[src/rtl/eth_fcs_tx_ctrl.sv]
// eth_fcs_tx_ctrl
//   Transmit-side frame controller for an external CRC-32 engine. It passes
//   payload bytes through, optionally zero-pads short frames up to MIN_LEN
//   bytes, appends the 4-byte FCS taken from the engine register, and then
//   enforces an inter-frame gap.
//
// Parameters
//   PAD_EN     : 1 = zero-pad short frames up to MIN_LEN bytes before the FCS
//   MIN_LEN    : minimum payload + pad byte count (1..2047)
//   IFG_CYCLES : idle cycles forced after the last FCS byte (1..255)
//
// Ports
//   clk, rst_n           : clock (rising edge), asynchronous active-low reset
//   in_valid/in_data/in_last/in_ready     : payload input handshake
//   out_valid/out_data/out_last/out_ready : frame output handshake
//   crc_en, crc_clr, crc_din : CRC engine update enable, clear, data byte
//   crc_data             : CRC engine register value
//   busy                 : high whenever the controller is not idle
module eth_fcs_tx_ctrl #(
  parameter bit          PAD_EN     = 1'b1,
  parameter int unsigned MIN_LEN    = 60,
  parameter int unsigned IFG_CYCLES = 12
) (
  input  logic        clk,
  input  logic        rst_n,
  input  logic        in_valid,
  input  logic [7:0]  in_data,
  input  logic        in_last,
  output logic        in_ready,
  output logic        out_valid,
  output logic [7:0]  out_data,
  output logic        out_last,
  input  logic        out_ready,
  output logic        crc_en,
  output logic        crc_clr,
  output logic [7:0]  crc_din,
  input  logic [31:0] crc_data,
  output logic        busy
);

  typedef enum logic [2:0] {IDLE, DATA, PAD, FCS, GAP} state_t;

  localparam logic [10:0] MIN_LEN_C = 11'(MIN_LEN);
  localparam logic [11:0] MIN_LEN_W = {1'b0, MIN_LEN_C};
  localparam logic [7:0]  GAP_LAST  = 8'(IFG_CYCLES - 1);

  state_t      state, state_next;
  logic [10:0] byte_cnt;
  logic [11:0] cnt_plus1;
  logic [1:0]  fcs_idx;
  logic [7:0]  gap_cnt;

  logic        in_ready_i, out_valid_i, out_last_i, crc_en_i, crc_clr_i;
  logic [7:0]  out_data_i;
  logic [7:0]  crc_sel, fcs_byte;
  logic        in_xfer, out_xfer, short_frame;

  // Byte count including the byte being transferred this cycle.
  assign cnt_plus1   = {1'b0, byte_cnt} + 12'd1;
  assign short_frame = PAD_EN && (cnt_plus1 < MIN_LEN_W);
  assign in_xfer     = in_valid & in_ready_i;
  assign out_xfer    = out_valid_i & out_ready;

  // FCS byte k is the complemented, bit-reversed crc_data[31-8k:24-8k]. The
  // engine register already holds the final value when FCS is entered, since
  // its last update and the state change share the same edge.
  always_comb begin
    crc_sel  = '0;
    fcs_byte = '0;
    case (fcs_idx)
      2'd0: crc_sel = crc_data[31:24];
      2'd1: crc_sel = crc_data[23:16];
      2'd2: crc_sel = crc_data[15:8];
      default: crc_sel = crc_data[7:0];
    endcase
    for (int unsigned i = 0; i < 8; i++) begin
      fcs_byte[i] = ~crc_sel[7-i];
    end
  end

  // State register
  always_ff @(posedge clk or negedge rst_n) begin
    if (!rst_n) begin
      state <= IDLE;
    end else begin
      state <= state_next;
    end
  end

  // Next-state logic
  always_comb begin
    state_next = state;
    case (state)
      IDLE: begin
        if (in_xfer) begin
          if (in_last) begin
            state_next = short_frame ? PAD : FCS;
          end else begin
            state_next = DATA;
          end
        end
      end
      DATA: begin
        if (in_xfer && in_last) begin
          state_next = short_frame ? PAD : FCS;
        end
      end
      PAD: begin
        if (out_xfer && (cnt_plus1 >= MIN_LEN_W)) begin
          state_next = FCS;
        end
      end
      FCS: begin
        if (out_xfer && (fcs_idx == 2'd3)) begin
          state_next = GAP;
        end
      end
      GAP: begin
        if (gap_cnt == GAP_LAST) begin
          state_next = IDLE;
        end
      end
      default: state_next = IDLE;
    endcase
  end

  // Output logic (pre-reset-gating)
  always_comb begin
    in_ready_i  = 1'b0;
    out_valid_i = 1'b0;
    out_data_i  = '0;
    out_last_i  = 1'b0;
    crc_en_i    = 1'b0;
    crc_clr_i   = 1'b0;
    case (state)
      IDLE, DATA: begin
        in_ready_i  = out_ready;
        out_valid_i = in_valid;
        out_data_i  = in_data;
        crc_en_i    = in_valid & out_ready;
      end
      PAD: begin
        out_valid_i = 1'b1;
        out_data_i  = '0;
        crc_en_i    = out_ready;
      end
      FCS: begin
        out_valid_i = 1'b1;
        out_data_i  = fcs_byte;
        out_last_i  = (fcs_idx == 2'd3);
        crc_clr_i   = (fcs_idx == 2'd3) & out_ready;
      end
      default: begin
      end
    endcase
  end

  // The IDLE pass-through would otherwise echo in_valid/in_data while reset
  // is held, so every output is forced low directly by rst_n.
  assign in_ready  = rst_n & in_ready_i;
  assign out_valid = rst_n & out_valid_i;
  assign out_data  = rst_n ? out_data_i : 8'h00;
  assign out_last  = rst_n & out_last_i;
  assign crc_en    = rst_n & crc_en_i;
  assign crc_clr   = rst_n & crc_clr_i;
  assign crc_din   = out_data;
  assign busy      = rst_n & (state != IDLE);

  // Byte, FCS index and gap counters
  always_ff @(posedge clk or negedge rst_n) begin
    if (!rst_n) begin
      byte_cnt <= '0;
      fcs_idx  <= '0;
      gap_cnt  <= '0;
    end else begin
      if (state == GAP && state_next == IDLE) begin
        byte_cnt <= '0;
      end else if (crc_en_i && (byte_cnt != MIN_LEN_C)) begin
        byte_cnt <= byte_cnt + 11'd1;
      end

      if (state == FCS && out_xfer) begin
        fcs_idx <= fcs_idx + 2'd1;
      end

      if (state == GAP) begin
        gap_cnt <= gap_cnt + 8'd1;
      end else begin
        gap_cnt <= '0;
      end
    end
  end

endmodule

[config.mk]
export PLATFORM = sky130hd
export DESIGN_NAME = eth_fcs_tx_ctrl
export DESIGN_NICKNAME = d
export VERILOG_FILES = /design/src/rtl/eth_fcs_tx_ctrl.sv
export SDC_FILE = /design/constraint.sdc
export NUM_CORES = 1
export LEC_CHECK = 0
export BUFFER_PORTS_ARGS = -buffer_cell sky130_fd_sc_hd__buf_4
export CAP_MARGIN = 15
export CORE_ASPECT_RATIO = 1.2
export CORE_MARGIN = 2
export CORE_UTILIZATION = 50
export CTS_CLUSTER_DIAMETER = 150
export DETAILED_ROUTE_END_ITERATION = 8
export PLACE_DENSITY = 0.87
export SYNTH_ARGS = -nofsm -noshare
export SYNTH_HDL_FRONTEND = slang
export SYNTH_SLANG_ARGS = --single-unit
[constraint.sdc]
create_clock -name clk -period 2.2 [get_ports clk]
set_input_delay 0.44 -clock clk [delete_from_list [all_inputs] [get_ports clk]]
set_output_delay 0.44 -clock clk [all_outputs]
set_load 0.01 [all_outputs]
==> flow_summary_export.csv, run 1 <==
group,metric,value,unit
power,peakVddDrop,0.721,mV
timing,layout_setup_ws,-0.183,ns
synthesis,yosysSeqAreaShare,32.0,%
critical_path,worstReg2RegStart,"byte_cnt[3]$_DFFE_PN0P_",
critical_path,critPathLaunch,"fcs_idx[1]$_DFFE_PN0P_",
critical_path,cp_max_fo,8,
floorplanning,core,3600,sq um
flow_run,cap_viol_max_count,0,
synthesis,synth_top_cell_area_share,32.0,%
synthesis,synth_edf_count,0,
global_route,grt_usage,23.2,%
route,drt_first_pass_iters,5,
critical_path,rrSetupSlack,0.36,ns
clock_network,htree_levels,1,
route,viasPerCell,6.01,
global_route,grt_pass1_vias,1729,
critical_path,r2r_cells,4,
synthesis,synth.cell_area,1880,sq um
route,routedWlPerCell,16.3,um
finish,synthToLayoutAreaGrowth,31.9,%
timing,finClkSkew,0.00178,ns
route,antenna_left,0,
placed_design,io_buffers,66,
critical_path,worstSetupPathType,"flip-flop to output port",
global_route,overflow,0,
synthesis,synth_seq_cells,24,
global_route,antenna_found_initial,0,
finish,finalCoreUtilization,68.7,%
clock_network,path_clk_slew,0.08,ns
finish,layout_common_cells,"buf_4 (70), nand2_1 (24), dfrtp_1 (24)",
global_route,grt_max_degree,28,
floorplanning,io_pins,67,
clock_network,cts_tree,"yes",
floorplanning,die_w,59.9,um
critical_path,worst-endpoint-required,1.76,ns
clock_network,cts_made_buffers,3,
route,routed_wl,5170,um
route,route.detailed.drc,0,
synthesis,yosys-top-cells-area,"dfrtp_1 (32%), mux2i_1 (8.0%), ha_1 (5.3%), nand2_1 (4.8%), a222oi_1 (4.3%)",
timing,slew_headroom,72.8,%
route,dr_total_vias,1898,
timing,finalHoldViolCount,0,
critical_path,critPathLaunchType,"flip-flop",
floorplanning,rows,24,
synthesis,synth_ff_type,"dfrtp_1",
critical_path,cp-endpoint,"crc_din[7]",
synthesis,ys_types,41,
timing,worst_slew_pin_slew,0.408,ns
run_status,outcome,"complete, but fails checks",
worst_hold_path,hp-class,"input port to async pin",
finish,layout_commonest_cell,"buf_4",
power,power.density,1110,nW/um^2
synthesis,syn_nets,275,
synthesis,syn_area_per_cell,8.45,sq um
global_route,grt_pass1_wl,7610,um
timing,setup_violations,16,
finish,drive_gt1_share,32.1,%
run_status,violations,"setup timing",
clock_network,root_buffer,"clkbuf_8",
timing,fmax,0.420,GHz
critical_path,crit_arrival,1.94,ns
finish,nets,331,
timing,drv_slew,0,
synthesis,synth_warnings,0,
placed_design,gp_congestion,0.819,
finish,fillCellCount,294,
clock_network,cts_max_path_buffers,2,
placed_design,dpl.hpwl,3840,um
floorplanning,die_area,4260,sq um
timing,rsz0062_at_grt,"yes",
floorplanning,dieHeight,71.1,um
timing,min_period_over_period,108,%
clock_network,insertion_delay,0.27,ns
timing,period_needed,2.38,ns
synthesis,async_reset_ff_share,100,%
power,p_leak,1.15,nW
synthesis,yosys.area.top_type,"dfrtp_1",
finish,n_antenna_cell,0,
critical_path,r2r_end,"byte_cnt[10]$_DFFE_PN0P_",
synthesis,synth_cells,222,
floorplanning,start_util,52.1,%
route,first_iter_violations,156,
clock_network,numClockSinks,24,
power,power,2.74,mW
critical_path,cp-end-kind,"output port",
[per-layer routing]
layer  vias up  GRT usage, %  wire length, um
li1        895             -                -
met1       883          26.0             1960
met2        99          41.7             2550
met3        21          4.75              493
met4         0          9.14              166
met5         -             0                0
[power by group]
group | internal (mW) | leakage (nW) | switching, mW | total (mW)
Combinational | 0.803 | 0.827 | 0.798 | 1.60
Clock | 0.243 | 0.0357 | 0.141 | 0.384
Sequential | 0.563 | 0.290 | 0.195 | 0.759
Total | 1.61 | 1.15 | 1.13 | 2.74
[worst min path at each step]
stage | depth (start not counted) | to | slack, ns
6_report | 1 | state[1]$_DFF_PN0_ | 0.04
2_1_floorplan | 0 | byte_cnt[0]$_DFFE_PN0P_ | 0.14
3_5_place_dp | 1 | state[1]$_DFF_PN0_ | 0.33
4_1_cts | 1 | state[2]$_DFF_PN0_ | 0.04
5_1_grt | 1 | state[2]$_DFF_PN0_ | 0.05
3_3_place_gp | 1 | state[1]$_DFF_PN0_ | 0.33
[state kept, by name (all words and copies together) (netlist names)]
name      flops
state         3
gap_cnt       8
fcs_idx       2
byte_cnt     11
[layout make-up]
cell class | count | area, sq um | share of cell area, %
clock buffers | 3 | 41.3 | 1.67
inverters | 12 | 45.0 | 1.82
well taps | 39 | 48.8 | 1.97
flip-flops and latches | 24 | 601 | 24.3
repair buffers | 72 | 548 | 22.1
multi-input cells | 165 | 1160 | 46.9
clock inverters | 1 | 30.0 | 1.21
[worst max-delay path, stage by stage (launching register included)]
cell and delay [ns]:
dfrtp_1 0.43, inv_2 0.09, ha_4 0.19, a222oi_1 0.38, mux2i_1 0.16, o21ai_1 0.13
and2_1 0.16, buf_4 0.12
[cell families after synthesis]
family          count (synthesis)  share of synthesized area [%]
flops                          24                           32.0
compound gates                 40                           14.4
xor+xnor                        8                           3.73
fa+ha+maj                       8                           5.33
buf+inv                        33                           9.20
mux                            16                           8.60
simple gates                   93                           26.7
[Yosys cell counts (6+ instances only)]
cell      number
nor2_1        12
and2_1        12
ha_1           8
clkbuf_1       8
dfrtp_1       24
mux2i_1       15
nand3_1        9
o21ai_0       14
nand2_1       24
and3_1         6
inv_1         12
a21oi_1        7
buf_4          8
a222oi_1       8
[metrics by stage]
stage	worst slack [ns]	setup TNS (ns)	instance area, sq um	std cells	hold slack (ns)
after CTS	-0.176	-2.41	2460	315	0.0414
after global placement	0.0878	0	2320	310	0.328
after floorplan	0.0963	0	1880	222	0.144
after global routing	-0.283	-3.90	2470	316	0.0450
final	-0.183	-1.95	2470	316	0.0419
after detailed placement	-0.0110	-0.0170	2320	310	0.333
[timing repair]
action	in CTS	in global routing
cloned	0	0
buffers inserted	1	1
pin swaps	3	9
endpoints found under the hold margin	0	0
gates resized for setup	15	5
endpoints found under the setup margin	16	16
hold buffers	0	0
Power figures use the tool's default switching activity.
==> inputs of run 2 (changes only) <==
==> constraint.sdc (replaced) <==
create_clock -name clk -period 2.2 [get_ports clk]
set_input_delay 0.44 -clock clk [delete_from_list [all_inputs] [get_ports clk]]
set_output_delay 0.44 -clock clk [all_outputs]
set_load 0.02 [all_outputs]
==> flow_summary_export.csv, run 2 (synthesis results as in run 1) <==
group,metric,value,unit
run_status,outcome,"complete, but fails checks",
run_status,violations,"setup timing",
timing,period_needed,2.51,ns
clock_network,htree_levels,1,
critical_path,cp-end-kind,"output port",
floorplanning,io_pins,67,
clock_network,cts_tree,"yes",
timing,drv_slew,0,
global_route,grt_pass1_wl,7490,um
timing,setup_violations,16,
finish,layout_commonest_cell,"buf_4",
timing,min_period_over_period,114,%
route,dr_total_vias,1833,
global_route,grt_usage,22.7,%
floorplanning,die_w,59.9,um
floorplanning,core,3600,sq um
power,peakVddDrop,0.638,mV
route,drt_first_pass_iters,5,
timing,finClkSkew,0.00287,ns
worst_hold_path,hp-class,"input port to async pin",
critical_path,worst-endpoint-required,1.76,ns
route,viasPerCell,5.78,
placed_design,dpl.hpwl,3680,um
power,power,2.95,mW
placed_design,placed_area,2330,sq um
route,routed_wl,4940,um
clock_network,cts_max_path_buffers,2,
floorplanning,start_util,52.1,%
timing,rsz0062_at_grt,"yes",
finish,synthToLayoutAreaGrowth,34.5,%
placed_design,gp_congestion,0.796,
placed_design,io_buffers,66,
clock_network,hold_buffers,0,
global_route,antenna_found_initial,0,
floorplanning,rows,24,
clock_network,root_buffer,"clkbuf_8",
timing,layout_setup_ws,-0.308,ns
floorplanning,dieHeight,71.1,um
timing,fmax,0.399,GHz
finish,finalCoreUtilization,70.1,%
timing,slew_headroom,66.9,%
finish,n_antenna_cell,0,
route,routedWlPerCell,15.6,um
global_route,overflow,0,
global_route,grt_max_degree,30,
timing,worst_slew_pin_slew,0.497,ns
critical_path,worstSetupPathType,"flip-flop to output port",
clock_network,numClockSinks,24,
clock_network,path_clk_slew,0.08,ns
finish,largest_reg_flops,11,
critical_path,cp_max_fo,8,
finish,reg.largest.list,"byte_cnt (11), gap_cnt (8), state (3)",
power,power.density,1170,nW/um^2
placed_design,pre_cts_ws,0.0188,ns
power,p_leak,1.17,nW
finish,top_register,"byte_cnt",
timing,fin_hold_ws,0.0546,ns
global_route,grt_pass1_vias,1693,
route,antenna_left,0,
route,first_iter_violations,170,
timing,finalHoldViolCount,0,
critical_path,critPathLaunchType,"flip-flop",
route,route.detailed.drc,0,
finish,drive_gt1_share,35.3,%
clock_network,cts_made_buffers,3,
floorplanning,die_area,4260,sq um
flow_run,cap_viol_max_count,0,
finish,nets,332,
finish,layout_common_cells,"buf_4 (66), nand2_1 (24), dfrtp_1 (24)",
clock_network,insertion_delay,0.27,ns
critical_path,crit_arrival,2.07,ns
finish,postLayoutCellArea,2520,sq um
## run 2: changes by cell type in the layout (fill, tap and decap cells not counted), sizes merged
cell / previous run / this run
buf: 72 / 73
## run 2: area by class of cell
class / instances / area (sq um)
tap: 39 / 48.8
clock buffer: 3 / 41.3
sequential: 24 / 601
fill: 290 / 1080
multi-input combinational: 165 / 1180
clock inverter: 1 / 30.0
timing repair buffer: 73 / 574
inverter: 12 / 45.0
## run 2: worst max-delay path, stage by stage (launching register included)
cell and delay [ns]:
dfrtp_1 0.42, inv_2 0.09, ha_4 0.19, a222oi_1 0.48, mux2i_4 0.14, o21ai_1 0.17, and2_4 0.18, buf_6 0.12
## run 2: final timing paths
kind	start	cells after the start	endpoint	slack (ns)
min in group clk	gap_cnt[0]$_DFF_PN0_	1	gap_cnt[0]$_DFF_PN0_	0.48
min reg2reg	gap_cnt[0]$_DFF_PN0_	1	gap_cnt[0]$_DFF_PN0_	0.48
max in group asynchronous	rst_n	2	byte_cnt[6]$_DFFE_PN0P_	1.71
min	rst_n	1	byte_cnt[10]$_DFFE_PN0P_	0.05
max reg2reg	state[1]$_DFF_PN0_	4	byte_cnt[4]$_DFFE_PN0P_	0.37
max	fcs_idx[1]$_DFFE_PN0P_	7	out_data[2]	-0.31
## run 2: where the power goes
part / internal (mW) / switching (mW) / leakage (nW) / total (mW)
Clock: 0.243 / 0.141 / 0.0357 / 0.384
Sequential: 0.564 / 0.187 / 0.290 / 0.751
Combinational: 0.876 / 0.936 / 0.841 / 1.81
## run 2: metrics by stage
step | TNS [ns] | instances
floorplan | 0 | 222
global placement | 0 | 310
detailed placement | 0 | 310
CTS | -2.16 | 316
global route | -4.84 | 317
finish | -2.91 | 317
## run 2: layer usage
layer | global-route usage [%] | part of all wire [%] | vias up
li1 | - | - | 897
met1 | 26.3 | 39 | 837
met2 | 40.6 | 48 | 90
met3 | 5.48 | 10 | 9
met4 | 6.17 | 2.2 | 0
met5 | 0 | 0 | -
## run 2: timing repair
item	4_1_cts	5_1_grt
pin swaps	5	10
gates resized for setup	14	16
buffers inserted	2	1
gates cloned	0	0
setup endpoints to repair	16	16
==> inputs of run 3 (changes only) <==
--- a/config.mk
+++ b/config.mk
@@ -7,9 +7,11 @@
 export LEC_CHECK = 0
 export BUFFER_PORTS_ARGS = -buffer_cell sky130_fd_sc_hd__buf_4
 export CAP_MARGIN = 15
+export CELL_PAD_IN_SITES_DETAIL_PLACEMENT = 0
+export CELL_PAD_IN_SITES_GLOBAL_PLACEMENT = 2
 export CORE_ASPECT_RATIO = 1.2
 export CORE_MARGIN = 2
-export CORE_UTILIZATION = 50
+export CORE_UTILIZATION = 28
 export CTS_CLUSTER_DIAMETER = 150
 export DETAILED_ROUTE_END_ITERATION = 8
 export PLACE_DENSITY = 0.87
==> constraint.sdc (replaced) <==
create_clock -name clk -period 2.2 [get_ports clk]
set_input_delay 0.44 -clock clk [delete_from_list [all_inputs] [get_ports clk]]
set_output_delay 0.44 -clock clk [all_outputs]
set_load 0.1 [all_outputs]
==> flow_summary_export.csv, run 3 (synthesis results as in run 1) <==
group,metric,value,unit
critical_path,worstReg2RegStart,"byte_cnt[3]$_DFFE_PN0P_",
route,viasPerCell,4.98,
worst_hold_path,hp-class,"input port to async pin",
global_route,grt_pass1_wl,8820,um
power,p_leak,1.22,nW
clock_network,hold_buffers,0,
floorplanning,rows,32,
finish,postLayoutCellArea,2730,sq um
clock_network,cts_made_buffers,3,
finish,n_antenna_cell,0,
finish,top_register,"byte_cnt",
route,dr_total_vias,1818,
route,drt_first_pass_iters,5,
timing,worst_slew_pin_slew,0.446,ns
placed_design,io_buffers,66,
critical_path,crit_arrival,1.96,ns
timing,period_needed,2.40,ns
floorplanning,die_area,7380,sq um
run_status,outcome,"complete, but fails checks",
route,routed_wl,5340,um
floorplanning,core,6450,sq um
timing,layout_setup_ws,-0.199,ns
timing,setup_violations,16,
clock_network,cts_tree,"yes",
run_status,violations,"setup timing",
placed_design,dpl.hpwl,4020,um
critical_path,worst-endpoint-required,1.76,ns
finish,layout_commonest_cell,"buf_4",
critical_path,critPathLaunchType,"flip-flop",
finish,layout_common_cells,"buf_4 (58), nand2_1 (24), dfrtp_1 (23)",
clock_network,root_buffer,"clkbuf_8",
clock_network,cts_max_path_buffers,2,
timing,finalHoldViolCount,0,
placed_design,gp_congestion,0.749,
timing,drv_slew,0,
global_route,grt_pass1_vias,1785,
finish,largest_reg_flops,11,
route,routedWlPerCell,14.6,um
critical_path,rrSetupSlack,0.38,ns
clock_network,cts_setup_buffers,0,
placed_design,place_inst,361,
timing,rsz0062_at_grt,"yes",
clock_network,htree_levels,1,
timing,tns,-2.35,ns
critical_path,cp-end-kind,"output port",
clock_network,numClockSinks,24,
timing,fmax,0.417,GHz
floorplanning,start_util,29.1,%
critical_path,r2r_cells,4,
floorplanning,die_w,78.7,um
power,peakVddDrop,0.668,mV
finish,nets,334,
finish,synthToLayoutAreaGrowth,45.7,%
finish,multiInputGateArea,1160,sq um
floorplanning,io_pins,67,
finish,final_cell_count_no_fill,365,
global_route,overflow,0,
finish,seq_area,602,sq um
timing,min_period_over_period,109,%
critical_path,worstSetupPathType,"flip-flop to output port",
floorplanning,dieHeight,93.7,um
route,route.detailed.drc,0,
timing,fin_hold_ws,0.0328,ns
flow_run,cap_viol_max_count,0,
power,power.density,1490,nW/um^2
route,first_iter_violations,98,
critical_path,cp_max_fo,8,
clock_network,insertion_delay,0.28,ns
global_route,grt_usage,14.9,%
timing,finClkSkew,0.00357,ns
clock_network,path_clk_slew,0.09,ns
placed_design,placed_area,2450,sq um
critical_path,critPathLaunch,"fcs_idx[0]$_DFFE_PN0P_",
global_route,antenna_found_initial,0,
route,antenna_left,0,
timing,slew_headroom,70.2,%
global_route,grt_max_degree,27,
finish,drive_gt1_share,35.4,%
finish,reg.largest.list,"byte_cnt (11), gap_cnt (8), state (3)",
finish,fillCellCount,648,
-- run 3: cell types whose count changed in the layout (fill, tap and decap cells not counted), sizes merged --
cell	before	now
clkbuf	3	4
buf	73	75
bufinv	1	0
-- run 3: stage by stage --
step                setup slack [ns]  total power [mW]  util, %
floorplan                    -0.0994              3.05        -
global placement              0.0368              3.31     38.0
detailed placement           0.00899              3.34     38.0
CTS                           -0.215              4.06     42.1
global route                  -0.290              4.31     42.4
finish                        -0.199              4.08     42.4
-- run 3: power breakdown --
part / internal [mW] / switching (mW) / leakage [nW]
clock: 0.160 / 0.158 / 0.0288
sequential: 0.566 / 0.149 / 0.289
combinational: 1.17 / 1.88 / 0.905
-- run 3: layout make-up --
| cell class | count | area share (%) |
|---|---|---|
| Multi-Input combinational cell | 165 | 42.4 |
| Timing Repair Buffer | 75 | 28.1 |
| Sequential cell | 24 | 22.0 |
| Tap cell | 85 | 3.89 |
| Inverter | 12 | 1.65 |
| Clock buffer | 4 | 2.01 |
-- run 3: routing by layer --
metal | vias to the layer above | share of wire, % | global-route usage (%)
li1 | 899 | - | -
met1 | 849 | 43 | 19.0
met2 | 65 | 48 | 25.6
met3 | 5 | 7.5 | 2.79
met4 | 0 | 1.3 | 4.39
met5 | - | 0 | 0
-- run 3: worst paths after layout --
kind | endpoint
hold / removal | byte_cnt[0]$_DFFE_PN0P_
setup reg to reg | byte_cnt[10]$_DFFE_PN0P_
min in group clk | state[1]$_DFF_PN0_
hold reg to reg | gap_cnt[0]$_DFF_PN0_
max in group asynchronous | gap_cnt[7]$_DFF_PN0_
setup / recovery | out_data[5]
-- run 3: timing repair --
action                                  4_1_cts  5_1_grt
endpoints found under the setup margin       16       18
resized for setup                            49        6
pin swaps                                     6        3
-- run 3: critical path, stage by stage (launching register included) --
cell and delay, ns:
dfrtp_1 0.40, inv_2 0.08, ha_4 0.19, a222oi_1 0.39, mux2i_1 0.12, o21ai_1 0.13
and2_4 0.19, buf_12 0.17
